===== src/rtl/ttt_network_pkg.sv =====
// Shared types and constants for the ttt event router.
// Imported by the router top and its source-ID FIFO.
package ttt_network_pkg;

  typedef enum logic [0:0] {
    IDLE = 1'b0,
    ITER = 1'b1
  } router_state_t;

  localparam logic [1:0] OP_INDPTR = 2'd0;
  localparam logic [1:0] OP_INDEX  = 2'd1;
  localparam logic [1:0] OP_WEIGHT = 2'd2;

  localparam int MIN_W = 1;

  function automatic int chan_w(input int n);
    return (n > 1) ? $clog2(n) : MIN_W;
  endfunction

endpackage


===== src/rtl/tt_um_jleugeri_ttt_fifo.sv =====
// Synchronous FIFO with async reset and full/empty flags.
// Pointers carry one extra wrap bit to tell full from empty.
module tt_um_jleugeri_ttt_fifo
  import ttt_network_pkg::*;
#(
  parameter  int WIDTH = 8,
  parameter  int DEPTH = 4,
  localparam int DW    = $clog2(DEPTH)
) (
  input  logic             clk,
  input  logic             reset,
  input  logic             push,
  input  logic [WIDTH-1:0] din,
  input  logic             pop,
  output logic [WIDTH-1:0] dout,
  output logic             full,
  output logic             empty
);

  logic [WIDTH-1:0] mem [DEPTH];
  logic [DW:0]      wr_q;
  logic [DW:0]      rd_q;
  logic             do_push;
  logic             do_pop;

  assign empty = (wr_q == rd_q);
  assign full  = (wr_q[DW] != rd_q[DW]) &&
                 (wr_q[DW-1:0] == rd_q[DW-1:0]);
  assign dout  = mem[rd_q[DW-1:0]];

  assign do_push = push && !full;
  assign do_pop  = pop && !empty;

  always_ff @(posedge clk) begin
    if (do_push) mem[wr_q[DW-1:0]] <= din;
  end

  always_ff @(posedge clk or posedge reset) begin
    if (reset) begin
      wr_q <= '0;
      rd_q <= '0;
    end else begin
      if (do_push) wr_q <= wr_q + (DW+1)'(1);
      if (do_pop)  rd_q <= rd_q + (DW+1)'(1);
    end
  end

endmodule


===== src/rtl/tt_um_jleugeri_ttt_router.sv =====
// Fan-out router: walks CSC connection lists per source ID
// and emits target/token events over a valid/ready port.
module tt_um_jleugeri_ttt_router
  import ttt_network_pkg::*;
#(
  parameter  int NUM_PROCESSORS  = 8,
  parameter  int NUM_CONNECTIONS = 64,
  parameter  int NUM_CHANNELS    = 2,
  parameter  int TOKEN_BITS      = 4,
  parameter  int QUEUE_DEPTH     = 4,
  parameter  int PROG_WIDTH      = 8,
  localparam int PW = $clog2(NUM_PROCESSORS),
  localparam int AW = $clog2(NUM_CONNECTIONS + 1),
  localparam int CW = chan_w(NUM_CHANNELS),
  localparam int EW = NUM_CHANNELS * TOKEN_BITS
) (
  input  logic                  clk,
  input  logic                  reset,
  input  logic                  prog_en,
  input  logic [1:0]            prog_op,
  input  logic [AW-1:0]         prog_addr,
  input  logic [CW-1:0]         prog_channel,
  input  logic [PROG_WIDTH-1:0] prog_data,
  output logic                  prog_err,
  input  logic                  src_valid,
  output logic                  src_ready,
  input  logic [PW-1:0]         src_id,
  output logic                  evt_valid,
  input  logic                  evt_ready,
  output logic [PW-1:0]         evt_target,
  output logic [EW-1:0]         evt_tokens,
  output logic                  done,
  output logic                  idle
);

  localparam int IW = $clog2(NUM_CONNECTIONS);

  logic [AW-1:0] indptr_mem [NUM_PROCESSORS+1];
  logic [PW-1:0] index_mem  [NUM_CONNECTIONS];
  logic [EW-1:0] weight_mem [NUM_CONNECTIONS];

  router_state_t state_q;
  router_state_t state_d;
  logic [AW-1:0] addr_q;
  logic [AW-1:0] end_q;
  logic          pop;
  logic          load;
  logic          fifo_full;
  logic          fifo_empty;
  logic [PW-1:0] head_id;
  logic [PW:0]   head_ext;
  logic [PW:0]   head_nxt;
  logic [IW-1:0] conn;

  logic wr_ok;
  logic ptr_ok;
  logic conn_ok;
  logic chan_ok;

  assign src_ready = !fifo_full;
  assign idle = fifo_empty && (state_q == IDLE) && !evt_valid;

  assign head_ext = {1'b0, head_id};
  assign head_nxt = head_ext + (PW+1)'(1);
  assign conn     = addr_q[IW-1:0];

  tt_um_jleugeri_ttt_fifo #(
    .WIDTH (PW),
    .DEPTH (QUEUE_DEPTH)
  ) u_fifo (
    .clk   (clk),
    .reset (reset),
    .push  (src_valid && src_ready),
    .din   (src_id),
    .pop   (pop),
    .dout  (head_id),
    .full  (fifo_full),
    .empty (fifo_empty)
  );

  // Memories keep their contents across reset.
  assign wr_ok   = prog_en && idle;
  assign ptr_ok  = int'(prog_addr) <= NUM_PROCESSORS;
  assign conn_ok = int'(prog_addr) < NUM_CONNECTIONS;
  assign chan_ok = int'(prog_channel) < NUM_CHANNELS;

  always_ff @(posedge clk) begin
    if (wr_ok) begin
      unique case (1'b1)
        (prog_op == OP_INDPTR) && ptr_ok:
          indptr_mem[prog_addr[PW:0]] <=
            prog_data[AW-1:0];
        (prog_op == OP_INDEX) && conn_ok:
          index_mem[prog_addr[IW-1:0]] <=
            prog_data[PW-1:0];
        (prog_op == OP_WEIGHT) && conn_ok && chan_ok:
          weight_mem[prog_addr[IW-1:0]]
            [prog_channel*TOKEN_BITS +: TOKEN_BITS] <=
            prog_data[TOKEN_BITS-1:0];
        default: ;
      endcase
    end
  end

  always_ff @(posedge clk or posedge reset) begin
    if (reset) state_q <= IDLE;
    else       state_q <= state_d;
  end

  always_comb begin
    state_d = state_q;
    unique case (state_q)
      IDLE: if (!fifo_empty) state_d = ITER;
      ITER: if (addr_q >= end_q) state_d = IDLE;
      default: state_d = IDLE;
    endcase
  end

  // A malformed list (end below start) reads as zero fan-out.
  always_comb begin
    pop  = 1'b0;
    load = 1'b0;
    done = 1'b0;
    unique case (state_q)
      IDLE: pop = !fifo_empty;
      ITER: begin
        if (addr_q >= end_q) done = 1'b1;
        else load = !evt_valid || evt_ready;
      end
      default: ;
    endcase
  end

  always_ff @(posedge clk or posedge reset) begin
    if (reset) begin
      addr_q     <= '0;
      end_q      <= '0;
      evt_valid  <= 1'b0;
      evt_target <= '0;
      evt_tokens <= '0;
      prog_err   <= 1'b0;
    end else begin
      if (pop) begin
        addr_q <= indptr_mem[head_ext];
        end_q  <= indptr_mem[head_nxt];
      end
      if (load) begin
        addr_q     <= addr_q + AW'(1);
        evt_target <= index_mem[conn];
        evt_tokens <= weight_mem[conn];
        evt_valid  <= 1'b1;
      end else if (evt_ready) begin
        evt_valid <= 1'b0;
      end
      if (prog_en && !idle) prog_err <= 1'b1;
    end
  end

endmodule


===== config.mk =====
export PLATFORM = sky130hd
export DESIGN_NAME = tt_um_jleugeri_ttt_router
export DESIGN_NICKNAME = d
export VERILOG_FILES = /design/src/rtl/ttt_network_pkg.sv /design/src/rtl/tt_um_jleugeri_ttt_fifo.sv /design/src/rtl/tt_um_jleugeri_ttt_router.sv
export SDC_FILE = /design/constraint.sdc
export NUM_CORES = 1
export LEC_CHECK = 0
export BUFFER_PORTS_ARGS = -buffer_cell sky130_fd_sc_hd__buf_2
export CAP_MARGIN = 20
export CELL_PAD_IN_SITES_DETAIL_PLACEMENT = 0
export CELL_PAD_IN_SITES_GLOBAL_PLACEMENT = 1
export CORE_ASPECT_RATIO = 1.1
export CORE_MARGIN = 5
export CORE_UTILIZATION = 54
export DETAILED_ROUTE_END_ITERATION = 7
export PLACE_DENSITY_LB_ADDON = 0.1
export SKIP_CTS_REPAIR_TIMING = 1
export SLEW_MARGIN = 0
export SYNTH_ARGS = -nofsm -noshare
export SYNTH_HDL_FRONTEND = slang
export SYNTH_SLANG_ARGS = --single-unit

===== constraint.sdc =====
create_clock -name clk -period 3.4 [get_ports clk]
set_clock_uncertainty 0.1 [all_clocks]
set_input_delay 0.68 -clock clk [delete_from_list [all_inputs] [get_ports clk]]
set_output_delay 0.68 -clock clk [all_outputs]
set_load 0.02 [all_outputs]

After elaboration in Yosys (flattened, before gate mapping)
Memory sizes are Yosys's and may differ from the RTL's. A register that Yosys moved wholly into a read port is not among the register bits.
Cells that the tools add are included.
{ "word_totals": {"regBits": 16, "latch_bits": 0, "ramBits": 779, "mem_bits_ro": 0, "inputBits": 26, "wordCells": 68, "n_memories": 4} }
{ "op_classes": {"addsub": 5, "multipliers": 0, "div_mod_pow": 0, "n_lt_le_gt_ge": 3, "n_eq_ne": 5, "shift": 2, "mux": 23, "bitwise_logic": 1, "n_reduce_logical": 19} }
{ "mem_list": {"columns": ["name", "depth", "word_bits", "rd", "rd_ports_with_merged_regs", "wr", "line", "text"], "rows": [
  ["weight_mem", 64, 8, 1, 1, 1, "tt_um_jleugeri_ttt_router.sv:40", "logic [EW-1:0] weight_mem [NUM_CONNECTIONS];"],
  ["index_mem", 64, 3, 1, 1, 1, "tt_um_jleugeri_ttt_router.sv:39", "logic [PW-1:0] index_mem [NUM_CONNECTIONS];"],
  ["indptr_mem", 9, 7, 2, 1, 1, "tt_um_jleugeri_ttt_router.sv:38", "logic [AW-1:0] indptr_mem [NUM_PROCESSORS+1];"],
  ["u_fifo.mem", 4, 3, 1, 0, 1, "tt_um_jleugeri_ttt_fifo.sv:20", "logic [WIDTH-1:0] mem [DEPTH];"]
]} }
{ "ops": {"columns": ["operator", "count"], "rows": [
  ["3-bit negation with 34-bit output", 1],
  ["4-bit by 34-bit variable shift with 8-bit output (first input constant)", 1],
  ["4-bit by 34-bit indexed part select with 8-bit output", 1],
  ["1-bit 2-to-1 mux", 19],
  ["7-bit 2-to-1 mux", 2],
  ["1-bit logical AND", 11],
  ["8-bit 2-to-1 mux", 1],
  ["7-bit by 1-bit adder with 7-bit output (second input constant)", 1],
  ["7-bit >= comparator", 1],
  ["7-bit by 4-bit <= comparator with 1-bit output (second input constant)", 1],
  ["7-bit less-than comparator (second input constant)", 1],
  ["3-bit by 1-bit adder with 3-bit output (second input constant)", 2],
  ["3-bit by 1-bit adder with 4-bit output (second input constant)", 1],
  ["1-bit logical NOT", 4],
  ["2-bit nonzero test", 2],
  ["3-bit equality test", 1],
  ["2-bit by 1-bit equality test with 1-bit output (second input constant)", 1],
  ["2-bit equality test", 1],
  ["2-bit equality test (second input constant)", 1],
  ["2-bit logical NOT", 1],
  ["1-bit case mux with 2 select lines", 1],
  ["1-bit logical OR", 1],
  ["1-bit != test", 1],
  ["1-bit inverter", 1]
]} }

Longest topological paths before layout
Gate-level depths: netlist of the first run.
{ "logic_depth": {"ltp_word": 7, "mapped_depth": 12, "mapped_depth_nobuf": 9} }

Hierarchy
A second synthesis of the first run with hierarchy kept.
{ "unflattened": {"cells_unflattened": 1925, "area_unflattened_um2": 33502.1} }
{ "modules_own_cells": {"columns": ["mod", "instances", "cells_each", "area_each_um2", "seq_area_each_um2"], "rows": [
  ["tt_um_jleugeri_ttt_router", 1, 1859, 32557.5, 23732.8],
  ["tt_um_jleugeri_ttt_fifo", 1, 66, 944.7, 510.5]
]} }

Least setup slack after synthesis of the first run
OpenSTA, ideal clock, no wires.
{ "synth_path": {"kind": "register -> register", "startpoint": "reg addr_q[0]", "endpoint": "reg addr_q[5]", "arrival_time_ns": 2.983, "t_required_ns": 3.230, "path_slack_ns": 0.248, "path_stages_with_launch": 13, "path_cell_list": "dfrtp_1 buf_2 buf_2 inv_1 buf_1 ha_1 nand2b_1 a211oi_1 o311ai_1 or2_0 clkbuf_1 or4_1 nand3_1"} }
{ "synth_between": {"elab_chain_cells": 4} }
{ "synth_rtl": {"columns": ["item", "line", "text"], "rows": [
  ["from (decl)", "tt_um_jleugeri_ttt_router.sv:44", "logic [AW-1:0] addr_q;"],
  ["from (signal assigned)", "tt_um_jleugeri_ttt_router.sv:144", "addr_q <= indptr_mem[head_ext];"],
  ["from (signal assigned)", "tt_um_jleugeri_ttt_router.sv:148", "addr_q <= addr_q + AW'(1);"],
  ["7-bit >= comparator", "tt_um_jleugeri_ttt_router.sv:127", "if (addr_q >= end_q) done = 1'b1;"],
  ["1-bit 2-to-1 mux", "tt_um_jleugeri_ttt_router.sv:127", null],
  ["1-bit 2-to-1 mux", "tt_um_jleugeri_ttt_router.sv:124", "unique case (state_q)"],
  ["7-bit 2-to-1 mux / 2-bit nonzero test (equally long branches)", null, null]
]} }
Parallel ways exist; a longest one is shown, timed or not.
A chain may end at the register's enable or synchronous reset.

Worst setup path after layout of the first run
{ "layout_path": {"startpoint": "reg addr_q[0]", "endpoint": "out done"} }
{ "layout_between": {"elab_chain_cells": 3} }
{ "layout_rtl": {"columns": ["item", "line", "text"], "rows": [
  ["7-bit >= comparator", "tt_um_jleugeri_ttt_router.sv:127", null],
  ["1-bit 2-to-1 mux", "tt_um_jleugeri_ttt_router.sv:127", null],
  ["1-bit 2-to-1 mux", "tt_um_jleugeri_ttt_router.sv:124", null],
  ["to (decl)", "tt_um_jleugeri_ttt_router.sv:32", "output logic done,"]
]} }
No other way between the ends.

==> results of run 1 <==
## metal layers
layer / part of all wire (%) / global-route usage (%) / vias to the layer above
li1: - / - / 8245
met1: 40 / 37.7 / 9672
met2: 49 / 42.9 / 819
met3: 8.3 / 4.50 / 157
met4: 3.5 / 9.17 / 4
met5: 0.025 / 0 / -
## path summary, 6_finish.rpt
kind	startpoint	end	slack (ns)
hold reg to reg	u_fifo.wr_q[2]	u_fifo.wr_q[2]	0.38
setup reg to reg	u_fifo.rd_q[1]	weight_mem[22][3]	0.24
hold / removal	src_id[1]	u_fifo.mem[0][1]	0.17
setup / recovery	addr_q[0]	done	0.14
max in group asynchronous	reset	evt_tokens[3]	2.11
min in group asynchronous	reset	prog_err	0.39
## area by class of cell
class / count / area [um^2] / share of cell area (%)
timing repair buffer: 159 / 1290 / 3.41
tap: 824 / 1030 / 2.72
clock inverter: 30 / 315 / 0.832
inverter: 14 / 52.6 / 0.139
clock buffer: 119 / 2320 / 6.13
antenna: 4 / 10.0 / 0.0264
sequential: 813 / 24300 / 64.0
multi-input combinational: 1097 / 8630 / 22.8
## where the power goes
part | internal [uW] | switching [uW]
Clock | 5200 | 3680
Sequential | 11200 | 317
Combinational | 3970 | 6040
## metrics by stage
| step | cell area (um^2) | total power (uW) | setup WS [ns] |
|---|---|---|---|
| floorplan | 33500 | 18000 | 0.248 |
| global placement | 35200 | 21600 | 0.302 |
| detailed placement | 35200 | 21700 | 0.279 |
| CTS | 37900 | 30600 | 0.109 |
| global route | 37900 | 31700 | 0.0294 |
| finish | 37900 | 30400 | 0.141 |
## sequential cells by signal, indices dropped and copies added (netlist names)
register,flops
evt_target,3
index_mem,192
u_fifo.mem,12
indptr_mem,63
u_fifo.rd_q,3
end_q,7
state_q,1
prog_err,1
evt_tokens,8
weight_mem,512
addr_q,7
u_fifo.wr_q,3
evt_valid,1
## logic make-up after synthesis
kind of cell | count (synthesis)
DFF | 813
muxes | 253
xor gates and xnor gates | 10
adders and majority gates | 14
AOI/OAI and AO/OA | 231
and+or+nand+nor | 589
buffers and inverters | 142
## worst register-to-register path, stage by stage (launching register included)
cell and delay [ns]:
dfrtp_1 0.50, xor2_1 0.23, nor4b_2 0.46, nand2_1 0.25, nor4b_2 0.39, nand2b_2 0.12
buf_12 0.21, nor2_1 0.54
## cells in the final DEF, fill, tap and decap left out, types with 10 or more instances in the layout
cell type,synthesis,layout
nor3_1,14,14
ha_1,14,14
a22oi_1,45,45
dfrtp_1,34,30
and3_1,15,15
clkbuf_16,0,84
and2_1,14,10
o21ai_0,37,37
buf_4,5,103
nor2b_1,31,27
buf_2,56,40
a21oi_1,26,26
inv_1,14,14
edfxtp_1,779,779
o211ai_1,12,12
nand2_1,180,178
nor2_1,249,248
clkbuf_1,50,26
a21boi_0,10,10
mux4_2,123,123
a221oi_1,11,11
buf_12,0,14
clkinv_1,0,11
a211oi_1,19,19
mux2i_1,121,121
nand3_1,58,58
==> summary.md, run 1 <==
| Metric | Value |
|---|---|
| Crit-path slowest cell | `dfrtp_4` |
| Hold depth | `1` |
| Worst path bufs/invs | `2` |
| Global-route usage over all layers | `26.7%` |
| Crit path kind | `reg2out` |
| Initial antenna violation count | `6` |
| Ports | `42` |
| Final hold vios | `0` |
| Worst setup SP type | `flip-flop` |
| EDFF count, synth | `779` |
| Initial drt markers | `2,034` |
| Largest family of logic cells by synthesized area | `multiplexers` |
| Dominant synthesized flop cell | `edfxtp_1` |
| Cell family with most CP delay | `flip-flops` |
| Total Wirelength | `88,700 um` |
| Clock Sink Count | `813` |
| CTS Root Cell | `clkbuf_16` |
| Worst Reg-to-Reg Cells | `7` |
| Fin nets | `2,206` |
| CP arrival | `2.48 ns` |
| Layout cell share with drive strength beyond 1 | `between 10% and 20%` |
| Global-route wire length before repair | `130,000 um` |
| CP Depth | `7` |
| Worst hold path class | `in2reg` |
| Final Util | `61.9%` |
| Filler cells | `4,491` |
| Die height | `271 um` |
| Post-Syn Area per Cell | `16.3 um^2` |
| Worst slew margin | `37.4%` |
| Hold_ws | `~0.17 ns` |
| Row count | `95` |
| Post-synth cell types | `63` |
| Post-DP HPWL | `60,600 um` |
| Number of H-tree levels | `3` |
| Vias per inst | `6.18` |
| Synth top area cells | `edfxtp_1 70%, mux4_2 8.3%, mux2i_1 3.6%` |
| Port buffer count | `40` |
| First-pass DRT Iterations | `6` |
| Post-layout min period | `between 3 and 4 ns` |
| Leading cell types by count after synthesis | `779 x edfxtp_1, 249 x nor2_1, 180 x nand2_1` |
| CP max FO | `6` |
| Max Cap Viol | `0` |
| Syn Nets | `approximately 2,100` |
| Synth Area in Compound Gates | `4.98%` |
| Cells along the critical path | `inv_1, ha_1, nand2b_1, a211oi_1, or3_1, a21boi_0, buf_2` |
| Worst-path clk slew | `0.06 ns` |
| Die area | `67,100 um^2` |
| Synth Cell Area | `33,500 um^2` |
| Final clock period utilization by the worst path | `95.9%` |
| Setup TNS | `0 ns` |
| Worst endpoint required time | `2.62 ns` |
| Initial Util | `54.7%` |
| DRC viols | `0` |
| Leading area contributor after synthesis | `edfxtp_1` |
| Simple-gate share of the synthesized area | `7.64%` |
| Clock Path Buffers | `3` |
| Final Non-Filler Cells | `3,060` |
| Ys Warns | `0` |
| Sequential share of the synthesized area | `72.4%` |
| Final ANT Viol Nets | `0` |
| DR vias | `18,900` |
| Vias in the first global route | `18,900` |
| Die Wd | `247 um` |
| Fmax | `307 MHz` |
| Asr flop ratio synth | `4.18%` |
| Grt total ovfl | `0` |
| Worst-Margin Slew | `0.936 ns` |
| CTS tree | `built` |
| Maximum VDD drop | `555 uV` |
| Wire per inst | `29.0 um` |
| Top cell type's share of synthesized area | `about 70%` |
| Largest net degree at the start of global routing | `74` |
| Final setup viols | `0` |
| Post-Syn Instances | `between 2,000 and 2,500` |
| Slowest stage delay, CP | `0.53 ns` |
| Leakage power | `between 0.01 and 0.015 uW` |
| Post-synthesis register bit count | `813` |
| CP endpoint kind | `output port` |
| Max Slew Vio Count | `0` |
| Area share of fa/ha/maj cells after synthesis | `0.523%` |
| Cells after DPL | `about 2,900` |
| GPL Wtd Cong | `around 0.91` |
| RSZ-0062 raised after global routing | `false` |
| Run status | `finished, final reports clean` |
| Cell with the most instances after synthesis | `edfxtp_1` |
| Core ar. | `just over 60,000 um^2` |
| P per Cell Area | `~800 nW/um^2` |
| Cts bufs inserted | `81` |
| Mux cell area share after synthesis | `12.2%` |
| Synthesis-to-finish area growth | `13.2%` |
| Clock insertion delay at the later pin of the skew report | `0.63 ns` |
| Xor/xnor share of the synthesized area | `0.262%` |
Note: power is estimated with default switching activity, not from simulation.
==> run 2: changes to the inputs <==
--- a/config.mk
+++ b/config.mk
@@ -14,6 +14,7 @@
 export CORE_UTILIZATION = 54
 export DETAILED_ROUTE_END_ITERATION = 7
 export PLACE_DENSITY_LB_ADDON = 0.1
+export SETUP_SLACK_MARGIN = 0.4
 export SKIP_CTS_REPAIR_TIMING = 1
 export SLEW_MARGIN = 0
 export SYNTH_ARGS = -nofsm -noshare
==> summary.md, run 2 (synthesis results as in run 1) <==
| Metric | Value |
|---|---|
| Leakage power | `0.0127 uW` |
| Final hold vios | `0` |
| Number of H-tree levels | `3` |
| Crit path kind | `reg2out` |
| Worst slew margin | `36.9%` |
| Post-layout min period | `roughly 3.0 ns` |
| Post-DP HPWL | `59,600 um` |
| Max reg flops | `512` |
| Final setup viols | `0` |
| Initial antenna violation count | `4` |
| Commonest non-fill, non-tap cells in the layout | `779 x edfxtp_1, 208 x nor2_1, 178 x nand2_1` |
| CP endpoint kind | `output port` |
| Core ar. | `61,200 um^2` |
| Worst hold path class | `in2async` |
| Reg area | `24,300 um^2` |
| Worst Reg-to-Reg Cells | `8` |
| Worst-path clk slew | `approximately 0.06 ns` |
| Port buffer count | `40` |
| GPL Wtd Cong | `0.881` |
| Reg2reg end | `weight_mem[4][4]` |
| Filler cells | `4,419` |
| Die height | `~270 um` |
| Vias in the first global route | `19,000` |
| Fin nets | `2,222` |
| CP arrival | `2.22 ns` |
| First-pass DRT Iterations | `5` |
| Maximum VDD drop | `573 uV` |
| Total Wirelength | `87,300 um` |
| Cell Area, Placed | `approximately 35,000 um^2` |
| Run status | `finished, final reports clean` |
| DRC viols | `0` |
| Commonest non-fill, non-tap cell in the layout | `edfxtp_1` |
| Crit-path slowest cell | `dfrtp_4` |
| Row count | `95` |
| Grt total ovfl | `0` |
| Largest net degree at the start of global routing | `74` |
| Synthesis-to-finish area growth | `14.4%` |
| P per Cell Area | `813 nW/um^2` |
| Die area | `~67,000 um^2` |
| Final ANT Viol Nets | `0` |
| Vias per inst | `approximately 6.2` |
| Wire per inst | `28.4 um` |
| Worst setup SP type | `flip-flop` |
| Setup TNS | `0 ns` |
| CTS Root Cell | `clkbuf_16` |
| Cts bufs inserted | `82` |
| R2r startpoint | `u_fifo.rd_q[2]` |
| Worst-Margin Slew | `0.943 ns` |
| Setup slack, reg-to-reg | `0.49 ns` |
| Clock insertion delay at the later pin of the skew report | `0.64 ns` |
| Final clock period utilization by the worst path | `88.2%` |
| Die Wd | `247 um` |
| Global-route usage over all layers | `26.0%` |
| Layout cell share with drive strength beyond 1 | `22.2%` |
| Slowest stage delay, CP | `0.43 ns` |
| Final Util | `62.6%` |
| Post-route cell area | `38,300 um^2` |
| Max Slew Vio Count | `0` |
| CTS tree | `built` |
| Ports | `42` |
| Max Cap Viol | `0` |
| RSZ-0062 raised after global routing | `true` |
| Initial drt markers | `1,977` |
| Worst endpoint required time | `2.62 ns` |
| CP max FO | `2` |
| Fmax | `333 MHz` |
| Initial Util | `54.7%` |
| Global-route wire length before repair | `between 100,000 and 150,000 um` |
| DR vias | `between 15,000 and 20,000` |
| Cells along the critical path | `inv_4, ha_4, nand2b_4, a211oi_4, or3_1, a21boi_1, buf_4` |
| Multi-input logic area | `8810 um^2` |
| Clock Sink Count | `roughly 810` |
| Clock Path Buffers | `3` |
## run 2: cell types whose count changed in the layout (fill, tap and decap cells not counted), sizes merged
| cell | previous run | this run |
|---|---|---|
| buf | 158 | 173 |
| clkinvlp | 1 | 6 |
| inv | 16 | 17 |
| bufinv | 6 | 12 |
| dlygate4sd3 | 1 | 0 |
| clkbuf | 119 | 101 |
| diode | 4 | 2 |
| clkinv | 21 | 28 |
## run 2: metal layers
metal / global-route usage (%) / vias to the layer above / wire length, um
met5: 0 / - / 0
met4: 8.63 / 0 / 2850
met3: 3.86 / 120 / 6900
met2: 42.2 / 846 / 42700
met1: 37.0 / 9716 / 34900
li1: - / 8263 / -
## run 2: report_power, final
part           internal (uW)  switching [uW]  total [uW]
sequential             11200             195       11400
clock                   5460            3760        9220
combinational           4250            6240       10500
total                  21000           10200       31100
## run 2: metrics by stage
step / cells / setup WS [ns] / hold WS [ns] / power, uW
5_1_grt: 3071 / 0.311 / 0.0495 / 32400
4_1_cts: 3059 / 0.0357 / 0.0155 / 30900
3_5_place_dp: 2910 / 0.0865 / 0.361 / 21800
3_3_place_gp: 2910 / 0.131 / 0.360 / 21700
2_1_floorplan: 2052 / 0.325 / 0.353 / 18000
6_report: 3073 / 0.401 / 0.0173 / 31100
## run 2: final cells by class
class	count	area share [%]
clock buffers	100	5.64
inverters	14	0.144
repair buffers	174	3.62
clock inverters	49	1.54
well taps	824	2.69
flip-flops and latches	813	63.3
multi-input cells	1097	23.0
diodes	2	0.0131
## run 2: critical path: cells and delay by family, from the launching register on
family                   cells  cell delay (ns)
AO/OA/AOI/OAI                2             0.23
adder cells (fa/ha/maj)      1             0.25
flip-flops                   1             0.43
AND/OR/NAND/NOR              2             0.49
buffers and inverters        2             0.21
## run 2: worst max path at each step
stage | from | end
3_3_place_gp | state_q | weight_mem[31][7]
2_1_floorplan | addr_q[0] | addr_q[5]
6_report | addr_q[0] | done
4_1_cts | addr_q[0] | done
5_1_grt | addr_q[0] | done
3_5_place_dp | u_fifo.rd_q[2] | weight_mem[26][7]
